--- config.mk ---
export PLATFORM = sky130hd
export DESIGN_NAME = uart_tx_arbiter
export DESIGN_NICKNAME = d
export VERILOG_FILES = /design/src/rtl/uart_tx_arbiter.sv
export SDC_FILE = /design/constraint.sdc
export NUM_CORES = 1
export LEC_CHECK = 0
export CAP_MARGIN = 30
export CORE_MARGIN = 2
export CORE_UTILIZATION = 44
export DETAILED_ROUTE_END_ITERATION = 8
export PLACE_DENSITY = 0.8
export SLEW_MARGIN = 20
export SYNTH_ARGS = -nofsm -noshare
export SYNTH_HDL_FRONTEND = slang
export SYNTH_SLANG_ARGS = --single-unit
export TNS_END_PERCENT = 30
--- constraint.sdc ---
create_clock -name clk -period 2.5 [get_ports clk]
set_input_delay 0.5 -clock clk [delete_from_list [all_inputs] [get_ports clk]]
set_output_delay 0.5 -clock clk [all_outputs]
set_load 0.03 [all_outputs]
--- src/rtl/uart_tx_arbiter.sv ---
// uart_tx_arbiter: round-robin arbiter sharing one uart_tx among NUM_REQ byte streams
module uart_tx_arbiter #(
    parameter int NUM_REQ      = 4,
    parameter int MAX_BURST    = 16,
    parameter int IDLE_TIMEOUT = 1024
) (
    input  logic                   clk,
    input  logic                   rst,
    input  logic [NUM_REQ-1:0]     req_valid,
    input  logic [8*NUM_REQ-1:0]   req_data,
    input  logic [NUM_REQ-1:0]     req_last,
    output logic [NUM_REQ-1:0]     req_ready,
    output logic                   tx_valid,
    output logic [7:0]             tx_data,
    input  logic                   tx_ready,
    output logic [NUM_REQ-1:0]     grant,
    output logic                   busy
);
    localparam int IW = $clog2(NUM_REQ);
    localparam int BW = $clog2(MAX_BURST + 1);
    localparam int TW = $clog2(IDLE_TIMEOUT + 1);

    typedef enum logic {IDLE, OWNED} state_t;

    state_t          state_q, state_d;
    logic [IW-1:0]   owner_q, owner_d;
    logic [IW-1:0]   rr_q, rr_d;
    logic [BW-1:0]   burst_q, burst_d;
    logic [TW-1:0]   idle_q, idle_d;
    logic [IW-1:0]   pick, nxt;
    logic            found, xfer, release_now;

    function automatic logic [IW-1:0] wrap(input int v);
        return IW'(v % NUM_REQ);
    endfunction

    assign nxt  = (owner_q == IW'(NUM_REQ - 1)) ? '0 : owner_q + 1'b1;
    assign busy = |grant;

    // First asserted requester at or after rr_q; the reverse scan lets the nearest one win.
    always_comb begin
        pick  = '0;
        found = 1'b0;
        for (int k = NUM_REQ - 1; k >= 0; k--) begin
            if (req_valid[wrap(int'(rr_q) + k)]) begin
                pick  = wrap(int'(rr_q) + k);
                found = 1'b1;
            end
        end
    end

    // Next state, counters and the combinational pass-through from owner to uart_tx.
    always_comb begin
        state_d     = state_q;
        owner_d     = owner_q;
        rr_d        = rr_q;
        burst_d     = burst_q;
        idle_d      = idle_q;
        grant       = '0;
        tx_valid    = 1'b0;
        tx_data     = 8'h00;
        req_ready   = '0;
        xfer        = 1'b0;
        release_now = 1'b0;
        if (state_q == IDLE) begin
            if (found) begin
                state_d = OWNED;
                owner_d = pick;
                burst_d = '0;
                idle_d  = '0;
            end
        end else begin
            grant[owner_q]     = 1'b1;
            tx_valid           = req_valid[owner_q];
            tx_data            = req_data[{owner_q, 3'b000} +: 8];
            req_ready[owner_q] = tx_ready;
            xfer               = tx_valid && tx_ready;
            burst_d            = burst_q + BW'(xfer);
            idle_d             = req_valid[owner_q] ? '0 : idle_q + 1'b1;
            release_now        = (xfer && (req_last[owner_q] || burst_q == BW'(MAX_BURST - 1)))
                              || (!req_valid[owner_q] && idle_q == TW'(IDLE_TIMEOUT - 1));
            if (release_now) begin
                state_d = IDLE;
                rr_d    = nxt;
            end
        end
    end

    // State register; reset abandons any message and restarts arbitration at index 0.
    always_ff @(posedge clk or posedge rst) begin
        if (rst) begin
            state_q <= IDLE;
            owner_q <= '0;
            rr_q    <= '0;
            burst_q <= '0;
            idle_q  <= '0;
        end else begin
            state_q <= state_d;
            owner_q <= owner_d;
            rr_q    <= rr_d;
            burst_q <= burst_d;
            idle_q  <= idle_d;
        end
    end
endmodule

==> flow_summary.yaml, run 1 <==
clock_network:
  clock_path_buffers: 2
  clk_pin_slew_ns: 0.12
  cts_sinks: 21
  h-tree-depth: 1
  cts_tree: "built"
  insertion_delay_ns: 0.30
  cts_made_buffers: 3
  post_cts_buffers: 0
  clockRootBuffer: "clkbuf_4"
  hold_buffers: 0
sta:
  finalMaxSlewViolations: 0
  max_freq_ghz: 0.4168
  max_slew.worst_pin.slew_ns: 0.8041
  rsz0062_at_grt: "false"
  finalSetupViolations: 0
  slew_headroom_pct: 46.34
  post-route-min-period_ns: 2.399
  fin_skew_ns: 0.01443
  hold_viol: 0
  period_share_pct: 95.97
  fin_tns_setup_ns: 0
yosys:
  synthTopCellsByCount: "21 x dfrtp_1, 17 x nand2_1, 13 x and2_1, 10 x mux4_2, 10 x o21ai_1"
  seq_area_frac_synth_pct: 33.28
  yosys_warnings: 0
  synth_area_sq_mm: 0.001579
  synthCells: 160
  ys_seq_elements: 21
  synth.avg_cell_area_sq_um: 9.869
  netlist.area_leader.share_pct: 33.28
  yosysTopAreaCell: "dfrtp_1"
  synth.most_common_cell: "dfrtp_1"
  synthTopCellsByArea: "dfrtp_1 33%, mux4_2 14%, ha_1 5.5%"
  synth_edf_count: 0
  synth_flop_cell: "dfrtp_1"
  synth.distinct_cells: 36
  async_flop_share_pct: 100.0
  syn_nets: 210
worst_setup_path:
  arrival_ns: 1.90
  cp_max_fo: 6
  r2r-start: "owner_q[1]"
  start_kind: "input pin"
  startpoint: "tx_ready"
  endpoint_kind: "output pin"
  crit_required_ns: 2.00
  worstSetupPathType: "in -> out"
floorplan:
  dieHeight_um: 63.91
  start_util_pct: 46.59
  rows: 21
  io_pins: 61
  die_w_um: 63.91
  coreArea_sq_mm: 0.003390
  dieArea_sq_mm: 0.004084
grt:
  grt_util_all_layers_pct: 22.24
  grt_util_met2_pct: 39.84
  antenna_found_initial: 0
  grt_max_degree: 24
  met3_usage_pct: 4.754
  grt_pass1_wl_mm: 7.265
  busiest_layer: "met2"
  grt_pass1_vias: 1580
  use_met1_pct: 27.70
  grt.overflow.total: 0
finish:
  fillers: 261
  num_antenna_cells: 0
  area_delta_synth_final_pct: 46.36
  multi_input_area_sq_um: 992.2
  register_area_sq_um: 526.8
  drive_gt1_share_pct: 20.43
  nets: 281
placement:
  dp_hpwl_mm: 3.431
  io_buffers: 60
  place.gp.congestion: 0.7813
job:
  maxCapViolations: 0
power:
  peakVddDrop_uv: 738.0
  p_total_w: 0.002127
  leakage_nw: 1.029
  p_per_area_mw_per_mm2: 920.5
routing:
  drt_iter0_drc: 60
  remaining_drc_errors: 0
  routed_wl_mm: 4.176
  ant_nets: 0
  vias: 1485
  vias_per_cell: 5.380
  wire_per_inst_um: 15.13
  dr.pass1.iters: 4
run_status:
  status: "finished clean"
hold_path:
  hp-start: "idle_q[10]"
  hold_class: "reg -> reg"
==> area by class of cell <==
class	instances	area share [%]
clock buffers	4	1.137
multi-input cells	124	42.93
flip-flops and latches	21	22.79
well taps	46	2.491
inverters	5	0.8121
repair buffers	76	29.83
==> stage by stage <==
stage,util [%],hold slack [ns],area [sq um],instances,setup WS [ns]
6_report,68.18,0.5082,2311,276,0.1007
5_1_grt,68.18,0.5522,2311,276,0.002415
4_1_cts,68.92,0.5085,2336,276,-0.02284
3_5_place_dp,68.14,0.4909,2310,272,-0.1913
3_3_place_gp,68.14,0.4814,2310,272,-0.1582
2_1_floorplan,-,0.4645,1583,160,0.03542
==> worst max-delay path, cell delays in order <==
cell and delay [ns]:
clkdlybuf4s50_1 0.54, and3_1 0.18, clkdlybuf4s50_1 0.68
==> routing by layer <==
metal  vias up  part of all wire [%]
met4         0                   1.3
met3         6                   4.2
li1        720                     -
met2        43                    53
met1       716                    41
met5         -                     0
==> cell families (layout without fill, tap and decap cells) <==
kind of cell | after synthesis | count (layout) | share of synthesized area (%)
AOI/OAI and AO/OA | 35 | 35 | 15.13
muxes | 15 | 15 | 18.07
adders and majority gates | 7 | 7 | 5.546
DFF | 21 | 21 | 33.28
buffers and inverters | 15 | 85 | 4.121
xor gates and xnor gates | 5 | 5 | 2.774
and+or+nand+nor | 62 | 62 | 21.08
==> what timing repair did <==
action,in CTS,in global routing
endpoints found under the hold margin,0,0
setup endpoints to repair,8,12
cloned,0,0
resized for setup,12,21
==> final timing paths <==
check	to	slack, ns	cells past startpoint
max	req_ready[1]	0.10	3
min	idle_q[10]	0.51	1
max reg2reg	rr_q[0]	0.28	7
min reg2reg	idle_q[10]	0.51	1
max in group asynchronous	owner_q[0]	1.32	2
min in group asynchronous	idle_q[4]	0.64	2
==> sequential cells by signal, indices dropped and copies added (netlist names) <==
name and flops:
burst_q 5, idle_q 11, rr_q 2, state_q 1, owner_q 2
==> power breakdown <==
group,switching [W],internal [W]
sequential,0.000105,0.000420
combinational,0.000748,0.000693
clock,0.0000989,0.0000621
==> layout by cell type (no fill, tap or decap), drive strengths merged, types with 2 or more instances in the layout <==
cell type and n:
clkdlybuf4s50 47, dfrtp 21, buf 20, nand2 18
and2 13, o21ai 13, clkbuf 11, mux4 10
nor2 8, nand3 7, ha 7, a22o 6
inv 5, nor2b 4, and3 4, o31ai 3
xnor2 3, mux2i 3, nand2b 2, xor2 2
a21o 2, o211ai 2, o22ai 2, mux2 2
a21oi 2, o41ai 2, dlymetal6s2s 2, nor4 2
or4 2
Note: power is estimated with default switching activity, not from simulation.
==> run 2: changes to the inputs <==
Settings changed: CORE_MARGIN 2 to 10.
==> run 2 against run 1 <==
Compared with the run above:
- sequential share of layout area shrank 0.95 points
- critical path depth up 1
- critical path type unchanged
- largest cell class unchanged
- sequential power is 4% higher
- critical endpoint is now tx_valid
- clock power is essentially flat
- design area grew 4.3%
- first-iteration DRC count rose by 68%
- cell count is 2.2% higher
==> flow_summary.yaml, run 2 (synthesis results as in run 1) <==
hold_path:
  worstHoldPathCells: 1
  hold_class: "reg -> reg"
finish:
  max_flop_register: "idle_q"
  stdcell_count: 282
  final_cell_mix: "43 x clkdlybuf4s50_1, 20 x dfrtp_1, 18 x buf_4, 17 x nand2_1, 11 x dlygate4sd2_1"
  num_antenna_cells: 0
  reg_top3: "idle_q (11), burst_q (5)"
  final_common_cell: "clkdlybuf4s50_1"
  largest_reg_flops: 11
  drive_gt1_share_pct: 21.61
  nets: 287
  area_delta_synth_final_pct: 52.69
worst_setup_path:
  start_kind: "input pin"
  endpoint_kind: "output pin"
  arrival_ns: 1.97
  crit_required_ns: 2.00
  worstSetupPathType: "in -> out"
  worst_r2r_path_depth: 11
  cp_max_fo: 2
power:
  p_total_w: 0.002283
  switching_power_w: 0.0009873
  p_per_area_mw_per_mm2: 946.9
  peakVddDrop_uv: 946.3
  pwr-share-seq_pct: 23.8
  p_sw_share_pct: 43.25
  clkPwrFrac_pct: 7.0
  p_int_w: 0.001296
  leakage_nw: 1.097
  combinationalPowerShare_pct: 69.2
grt:
  grt.overflow.total: 0
  grt_util_all_layers_pct: 14.40
  antenna_found_initial: 0
  grt_pass1_wl_mm: 7.548
  grt_pass1_vias: 1668
  grt_max_degree: 22
sta:
  hold_viol: 0
  finalSetupViolations: 0
  rsz0062_at_grt: "true"
  slew_headroom_pct: 46.68
  finalMaxSlewViolations: 0
  post-route-min-period_ns: 2.467
  fin_skew_ns: 0.009434
  max_freq_ghz: 0.4054
  fin_tns_setup_ns: 0
  max_slew.worst_pin.slew_ns: 0.7990
  period_share_pct: 98.68
placement:
  dp_hpwl_mm: 3.911
  io_buffers: 60
  place.gp.congestion: 0.7599
  placedCellCount: 271
job:
  maxCapViolations: 0
floorplan:
  coreArea_sq_mm: 0.003390
  dieArea_sq_mm: 0.006385
  start_util_pct: 46.59
  dieHeight_um: 79.91
  die_w_um: 79.91
  rows: 21
  io_pins: 61
routing:
  remaining_drc_errors: 0
  wire_per_inst_um: 17.12
  dr.pass1.iters: 4
  ant_nets: 0
  vias_per_cell: 5.404
  drt_iter0_drc: 101
  routed_wl_mm: 4.829
  vias: 1524
clock_network:
  h-tree-depth: 1
  cts_made_buffers: 3
  cts_tree: "built"
  clockRootBuffer: "clkbuf_4"
  insertion_delay_ns: 0.30
  cts_sinks: 21
  clk_pin_slew_ns: 0.10
  clock_path_buffers: 2
run_status:
  status: "finished clean"
## run 2: cell count changes in the layout (fill, tap and decap cells not counted), sizes merged
cell | previous run | this run
dlygate4sd2 | 0 | 11
clkbuf | 11 | 4
buf | 20 | 26
clkdlybuf4s50 | 47 | 43
## run 2: repair_timing
action,in CTS,in global routing
setup endpoints to repair,18,8
gates resized for setup,16,11
gates cloned,0,0
hold buffers,0,0
setup buffers,2,5
## run 2: per-stage QoR
step | utilization (%) | instance area [sq um] | hold slack [ns] | worst slack, ns
finish | 71.13 | 2411 | 0.5158 | 0.03303
global route | 71.13 | 2411 | 0.5542 | -0.02065
CTS | 69.07 | 2341 | 0.5218 | -0.04147
detailed placement | 67.77 | 2297 | 0.4999 | -0.1791
global placement | 67.77 | 2297 | 0.4796 | -0.1637
floorplan | - | 1583 | 0.4645 | 0.03542
## run 2: routing by layer
layer,share of wire (%),up-vias,GRT usage [%]
met5,0,-,0
met4,0.99,0,2.817
met3,5.1,8,4.279
met2,54,44,26.08
met1,40,737,16.22
li1,-,735,-
## run 2: power groups by stage
stage               logic, W  registers (W)  clock network (W)
global placement     0.00144       0.000545                  0
detailed placement   0.00148       0.000551                  0
floorplan           0.000969       0.000495                  0
CTS                  0.00148       0.000542           0.000167
finish               0.00158       0.000544           0.000159
global route         0.00168       0.000558           0.000183
## run 2: path summary, 6_finish.rpt
check / startpoint / slack (ns) / to
min in group asynchronous: rst / 0.64 / idle_q[6]
setup reg to reg: owner_q[0] / 0.13 / burst_q[4]
hold / removal: idle_q[10] / 0.52 / idle_q[10]
hold reg to reg: idle_q[10] / 0.52 / idle_q[10]
setup / recovery: req_valid[3] / 0.03 / tx_valid
max in group asynchronous: rst / 1.32 / owner_q[0]
## run 2: layout make-up
cell class,instances,area (sq um)
Multi-Input combinational cell,124,1005
Fill cell,236,978.4
Timing Repair Buffer,82,777.0
Sequential cell,21,526.8
Tap cell,46,57.56
Clock buffer,4,26.28
Inverter,5,18.77
## run 2: worst max-delay path, cell delays in order
cell and delay (ns):
clkdlybuf4s50_1 0.43, mux4_2 0.50, and2_1 0.18, dlygate4sd2_1 0.36
